--- src/rtl/ones_counter_seq_if.sv ---
// ----------------------------------------------------------------------------
// ones_counter_seq_if
// Handshake/result bundle for the sequential ones-counter.
//   master : drives start, din, clr_total; observes busy, done, count,
//            total, total_ovf (and maj when ONES_COUNTER_MAJORITY_EN is set)
//   slave  : the counter itself (mirror directions)
// Optional feature macro: ONES_COUNTER_MAJORITY_EN adds the maj signal.
// Parameters must match those of the attached ones_counter_seq instance.
// ----------------------------------------------------------------------------
interface ones_counter_seq_if #(
    parameter int WIDTH = 8,
    parameter int ACC_W = 16
);
    localparam int CW = $clog2(WIDTH + 1);

    logic             start;
    logic [WIDTH-1:0] din;
    logic             clr_total;
    logic             busy;
    logic             done;
    logic [CW-1:0]    count;
    logic [ACC_W-1:0] total;
    logic             total_ovf;
`ifdef ONES_COUNTER_MAJORITY_EN
    logic             maj;

    modport master (
        output start, din, clr_total,
        input  busy, done, count, total, total_ovf, maj
    );
    modport slave (
        input  start, din, clr_total,
        output busy, done, count, total, total_ovf, maj
    );
`else
    modport master (
        output start, din, clr_total,
        input  busy, done, count, total, total_ovf
    );
    modport slave (
        input  start, din, clr_total,
        output busy, done, count, total, total_ovf
    );
`endif
endinterface

--- src/rtl/ones_counter_seq.sv ---
// ----------------------------------------------------------------------------
// ones_counter_seq
// Sequential popcount: counts the 1-bits of a WIDTH-bit word, STEP bits per
// clock, under a start/busy/done handshake. Completed counts accumulate into
// a modulo-2^ACC_W running total with a sticky wrap flag.
//
// Ports:
//   clk  - rising-edge clock
//   rst  - asynchronous active-high reset
//   bus  - ones_counter_seq_if.slave:
//            start     in   request to count din (accepted in IDLE or DONE)
//            din       in   word, captured only on an accepted start
//            clr_total in   synchronous clear of total/total_ovf (wins over
//                           a coincident accumulate)
//            busy      out  high while counting
//            done      out  one-cycle pulse, count/total are final
//            count     out  ones in the last completed word
//            total     out  running sum of completed counts
//            total_ovf out  sticky, set when a total addition wraps
//            maj       out  (ONES_COUNTER_MAJORITY_EN only) count > WIDTH/2
//
// Optional feature macro: ONES_COUNTER_MAJORITY_EN.
// Constraints: WIDTH >= 2, STEP divides WIDTH, ACC_W >= $clog2(WIDTH+1).
// ----------------------------------------------------------------------------
module ones_counter_seq #(
    parameter int WIDTH = 8,
    parameter int STEP  = 1,
    parameter int ACC_W = 16
) (
    input  logic              clk,
    input  logic              rst,
    ones_counter_seq_if.slave bus
);
    localparam int N  = WIDTH / STEP;
    localparam int CW = $clog2(WIDTH + 1);
    localparam int SW = (N > 1) ? $clog2(N) : 1;

    typedef enum logic [1:0] {IDLE, BUSY, DONE} state_t;

    state_t           state_q;
    logic [WIDTH-1:0] shreg_q;
    logic [CW-1:0]    acc_q;
    logic [SW-1:0]    step_q;
    logic             busy_q;
    logic             done_q;
    logic [CW-1:0]    count_q;
    logic [ACC_W-1:0] total_q;
    logic             ovf_q;
`ifdef ONES_COUNTER_MAJORITY_EN
    logic             maj_q;
`endif

    function automatic logic [CW-1:0] pop_grp(input logic [STEP-1:0] v);
        logic [CW-1:0] c;
        c = '0;
        for (int i = 0; i < STEP; i++) c = c + {{(CW-1){1'b0}}, v[i]};
        return c;
    endfunction

    logic [CW-1:0]  acc_d;
    logic           last_grp;
    logic [ACC_W:0] sum_w;

    // acc_d is the count including the group consumed at this edge; on the
    // final group it is the finished word count.
    assign acc_d    = acc_q + pop_grp(shreg_q[STEP-1:0]);
    assign last_grp = (step_q == SW'(N - 1));
    // Extra top bit is the carry-out that feeds the sticky overflow flag.
    assign sum_w    = {1'b0, total_q} + {{(ACC_W + 1 - CW){1'b0}}, acc_d};

    always_ff @(posedge clk or posedge rst) begin
        if (rst) begin
            state_q <= IDLE;
            shreg_q <= '0;
            acc_q   <= '0;
            step_q  <= '0;
            busy_q  <= 1'b0;
            done_q  <= 1'b0;
            count_q <= '0;
            total_q <= '0;
            ovf_q   <= 1'b0;
`ifdef ONES_COUNTER_MAJORITY_EN
            maj_q   <= 1'b0;
`endif
        end else begin
            done_q <= 1'b0;
            case (state_q)
                IDLE: begin
                    if (bus.start) begin
                        shreg_q <= bus.din;
                        acc_q   <= '0;
                        step_q  <= '0;
                        busy_q  <= 1'b1;
                        state_q <= BUSY;
                    end
                end
                BUSY: begin
                    // start is ignored here; din was captured at acceptance
                    acc_q   <= acc_d;
                    shreg_q <= shreg_q >> STEP;
                    step_q  <= step_q + SW'(1);
                    if (last_grp) begin
                        state_q <= DONE;
                        busy_q  <= 1'b0;
                        done_q  <= 1'b1;
                        count_q <= acc_d;
                        total_q <= sum_w[ACC_W-1:0];
                        ovf_q   <= ovf_q | sum_w[ACC_W];
`ifdef ONES_COUNTER_MAJORITY_EN
                        maj_q   <= (acc_d > CW'(WIDTH / 2));
`endif
                    end
                end
                DONE: begin
                    // accepting here gives back-to-back words with no gap
                    if (bus.start) begin
                        shreg_q <= bus.din;
                        acc_q   <= '0;
                        step_q  <= '0;
                        busy_q  <= 1'b1;
                        state_q <= BUSY;
                    end else begin
                        state_q <= IDLE;
                    end
                end
                default: begin
                    state_q <= IDLE;
                    busy_q  <= 1'b0;
                end
            endcase
            // Placed last so it overrides a coincident accumulate.
            if (bus.clr_total) begin
                total_q <= '0;
                ovf_q   <= 1'b0;
            end
        end
    end

    assign bus.busy      = busy_q;
    assign bus.done      = done_q;
    assign bus.count     = count_q;
    assign bus.total     = total_q;
    assign bus.total_ovf = ovf_q;
`ifdef ONES_COUNTER_MAJORITY_EN
    assign bus.maj       = maj_q;
`endif
endmodule
--- src/flat_wrapper.sv ---
// flat-port wrapper written by rule: the top's interface ports become plain ports
module ones_counter_seq_flat 
#(
    parameter int WIDTH = 8,
    parameter int STEP  = 1,
    parameter int ACC_W = 16
)
  (clk, rst, bus_start, bus_din, bus_clr_total, bus_busy, bus_done, bus_count, bus_total, bus_total_ovf);
  ones_counter_seq_if #(.WIDTH(WIDTH), .ACC_W(ACC_W)) bus_i ();
  input  logic clk;
  input  logic rst;
  input wire logic [$bits(bus_i.start)-1:0] bus_start;
  input wire logic [$bits(bus_i.din)-1:0] bus_din;
  input wire logic [$bits(bus_i.clr_total)-1:0] bus_clr_total;
  output wire logic [$bits(bus_i.busy)-1:0] bus_busy;
  output wire logic [$bits(bus_i.done)-1:0] bus_done;
  output wire logic [$bits(bus_i.count)-1:0] bus_count;
  output wire logic [$bits(bus_i.total)-1:0] bus_total;
  output wire logic [$bits(bus_i.total_ovf)-1:0] bus_total_ovf;
  assign bus_i.start = bus_start;
  assign bus_i.din = bus_din;
  assign bus_i.clr_total = bus_clr_total;
  assign bus_busy = bus_i.busy;
  assign bus_done = bus_i.done;
  assign bus_count = bus_i.count;
  assign bus_total = bus_i.total;
  assign bus_total_ovf = bus_i.total_ovf;
  ones_counter_seq #(.WIDTH(WIDTH), .STEP(STEP), .ACC_W(ACC_W)) u_core (.clk(clk), .rst(rst), .bus(bus_i));
endmodule
--- config.mk ---
export PLATFORM = sky130hd
export DESIGN_NAME = ones_counter_seq_flat
export DESIGN_NICKNAME = d
export VERILOG_FILES = /design/src/rtl/ones_counter_seq_if.sv /design/src/rtl/ones_counter_seq.sv /design/src/flat_wrapper.sv
export SDC_FILE = /design/constraint.sdc
export NUM_CORES = 1
export LEC_CHECK = 0
export ABC_AREA = 0
export CAP_MARGIN = 30
export CELL_PAD_IN_SITES_DETAIL_PLACEMENT = 1
export CELL_PAD_IN_SITES_GLOBAL_PLACEMENT = 1
export CORE_AREA = 2 2 95 61
export DETAILED_ROUTE_END_ITERATION = 7
export DIE_AREA = 0 0 97 63
export GPL_ROUTABILITY_DRIVEN = 1
export PLACE_DENSITY_LB_ADDON = 0.25
export SKIP_CTS_REPAIR_TIMING = 1
export SLEW_MARGIN = 25
export SYNTH_ARGS = -nofsm -noshare
export SYNTH_HDL_FRONTEND = slang
export SYNTH_SLANG_ARGS = --single-unit
--- constraint.sdc ---
create_clock -name clk -period 3.49 [get_ports clk]
set_clock_uncertainty 0.2 [all_clocks]
set_input_delay 0.349 -clock clk [delete_from_list [all_inputs] [get_ports clk]]
set_output_delay 0.349 -clock clk [all_outputs]
set_load 0.01 [all_outputs]
==> flow_metrics.tcl <==
set metrics [dict create \
    outcome "finished, final reports clean" \
    diodes 0 \
    netlist_instances 205 \
    avgRoutedWirePerCell_um 15.94 \
    finalSetupTns_ns 0 \
    max-vdd-ir-drop_mv 0.3279 \
    slew_violations 0 \
    met2_usage_pct 24.05 \
    cts_tree "yes" \
    routed_via_density 5.314 \
    avgSynthCellArea_um2 10.11 \
    synth_edf_count 0 \
    fin_cells 309 \
    antenna_found_initial 0 \
    leakage_nw 1.136 \
    fin_util_pct 48.92 \
    ys_ff_latch 40 \
    reg2reg_slack_ns 0.65 \
    finalNetCount 261 \
    h-tree-depth 2 \
    drv_cap 0 \
    synth_top_cell_by_area "dfrtp_1" \
    path_class "flip-flop to flip-flop" \
    drtIter0Drc 59 \
    powerDensity_mw_per_mm2 642.3 \
    reg2reg_depth 7 \
    gp_congestion 0.7471 \
    synthMostInstantiatedCell "dfrtp_1" \
    design.die.area_mm2 0.006111 \
    ys_top_cells_by_count "dfrtp_1, nand2_1, nor2_1" \
    min_period_ns 2.839 \
    ys_warn_count 0 \
    dp_hpwl_um 3517 \
    dieWidth_um 97 \
    syn_nets 227 \
    synth_cell_types 38 \
    fin_crit_sh_pct 81.34 \
    ctsRootBufferMaster "clkbuf_8" \
    rsz0062_at_grt "false" \
    grt_max_degree 24 \
    timing.rr.end "u_core.bus.total[7]$_DFFE_PP0P_" \
    die_h_um 63 \
    cts_buffers 5 \
    drc 0 \
    arrival_ns 2.81 \
    fmax_ghz 0.3523 \
    synth-seq-area-share_pct 48.31 \
    endpoint_kind "flip-flop" \
    area_growth_pct 24.70 \
    clk_latency_ns 0.29 \
    overflow 0 \
    drive_gt1_share_pct 7.500 \
    ys_async_sr_fraction_pct 100.0 \
    ioPinCount 35 \
    met1_usage_pct 26.32 \
    row_count 21 \
    grt_pass1_wl_um 8445 \
    regToRegStartpoint "u_core.acc_q[0]$_DFFE_PP0P_" \
    placed_cells 301 \
    crit_required_ns 3.46 \
    drt_wl_total_um 4927 \
    crit_fanout 11 \
    grt_use_met3_pct 4.810 \
    worst_pin_slew_ns 0.8039 \
    port-buffer-count 34 \
    grt_pass1_vias 1666 \
    min_path_type "input port to async pin" \
    initial_core_util_pct 39.23 \
    busiest_layer "met1" \
    hold_violations 0 \
    coreArea_mm2 0.005281 \
    firstDrtPassIters 4 \
    slew_headroom_pct 46.16 \
    cts.path.max_buffers 2 \
    path_clk_slew_ns 0.08 \
    vias 1642 \
    synth_area_mm2 0.002072 \
    setup_viol 0 \
    clock_sinks 40 \
    yosysTopAreaCellShare_pct 48.31 \
    synth_flop_cell "dfrtp_1" \
    cp-start-kind "flip-flop" \
    ant_nets 0 \
    grt_usage_pct 17.37 \
    netlist_top_cells_area "dfrtp_1, ha_1, nand2_1" \
]
==> metal layers <==
| layer | vias up | part of all wire (%) |
|---|---|---|
| met5 | - | 0 |
| met1 | 805 | 55 |
| met2 | 26 | 40 |
| li1 | 805 | - |
| met3 | 6 | 4.0 |
| met4 | 0 | 1.1 |
==> power breakdown <==
group	internal, W	switching [W]	leakage [nW]
Combinational	0.000297	0.000284	0.559
Sequential	0.000581	0.000121	0.521
Clock	0.000212	0.000164	0.0552
==> cells by family after synthesis <==
| family | count (synthesis) | share of synthesized area (%) |
|---|---|---|
| muxes | 10 | 5.193 |
| and+or+nand+nor | 75 | 18.96 |
| AOI/OAI and AO/OA | 45 | 14.07 |
| adders and majority gates | 10 | 6.401 |
| DFF | 40 | 48.31 |
| xor gates and xnor gates | 9 | 3.805 |
| buffers and inverters | 16 | 3.261 |
==> final cells by class <==
type                       count  area (um^2)
inverter                       6        22.52
clock buffer                   6        72.57
sequential                    40         1001
timing repair buffer          37        362.8
multi-input combinational    149         1003
tap                           69        86.33
clock inverter                 2        35.03
fill                         603         2698
==> layout by cell type, fill, tap and decap left out, types with 2 or more instances in the layout <==
cell type / Yosys / final
nand3_1: 6 / 6
clkbuf_8: 0 / 5
and2_1: 2 / 2
or3_1: 2 / 2
o21ai_0: 4 / 4
xnor2_1: 7 / 7
xor2_1: 2 / 2
or4_1: 6 / 6
nand2_1: 24 / 24
nand2b_1: 3 / 3
a21o_1: 2 / 2
clkdlybuf4s50_1: 0 / 34
inv_1: 5 / 5
ha_1: 9 / 9
mux2_2: 4 / 4
mux2i_1: 4 / 4
o22ai_1: 4 / 4
a22o_1: 7 / 7
a21oi_1: 16 / 16
buf_4: 0 / 3
nor2_1: 19 / 19
mux2_1: 2 / 2
nand4_1: 2 / 2
o31ai_1: 5 / 5
nor2b_1: 4 / 4
dfrtp_1: 40 / 40
a211oi_1: 5 / 5
==> metrics by stage <==
step | area (um^2) | hold WS, ns | power [W] | worst slack, ns
6_report | 2584 | 0.2789 | 0.001660 | 0.6513
5_1_grt | 2584 | 0.3070 | 0.001786 | 0.3915
4_1_cts | 2584 | 0.2919 | 0.001676 | 0.6518
3_5_place_dp | 2476 | 0.2611 | 0.001283 | 0.6787
3_3_place_gp | 2476 | 0.2636 | 0.001255 | 0.7642
2_1_floorplan | 2072 | 0.2655 | 0.001092 | 0.9965
==> worst max-delay path by stage <==
stage                                       start                          endpoint  slack [ns]  depth (start not counted)
floorplan             u_core.acc_q[0]$_DFFE_PP0P_  u_core.bus.total_ovf$_DFFE_PP0P_         1.0                          8
global placement      u_core.acc_q[0]$_DFFE_PP0P_   u_core.bus.total[7]$_DFFE_PP0P_        0.76                          7
detailed placement    u_core.acc_q[0]$_DFFE_PP0P_   u_core.bus.total[7]$_DFFE_PP0P_        0.68                          8
CTS                   u_core.acc_q[0]$_DFFE_PP0P_   u_core.bus.total[7]$_DFFE_PP0P_        0.65                          7
global route        u_core.shreg_q[0]$_DFFE_PP0P_   u_core.bus.total[5]$_DFFE_PP0P_        0.39                          8
finish                u_core.acc_q[0]$_DFFE_PP0P_   u_core.bus.total[7]$_DFFE_PP0P_        0.65                          7
==> critical path, stage by stage (launching register included) <==
cell	delay, ns
dfrtp_1	0.40
ha_1	0.22
ha_1	0.34
ha_1	0.30
a21o_1	0.18
a31oi_1	0.63
nor3_1	0.12
mux2_1	0.34
==> state kept, by name (all words and copies together), names as in the netlist <==
register	count
u_core.shreg_q	8
u_core.state_q	2
u_core.bus.count	4
u_core.acc_q	4
u_core.bus.total_ovf	1
u_core.step_q	3
u_core.bus.total	16
u_core.bus.done	1
u_core.bus.busy	1
(Power assumes the default switching activity.)
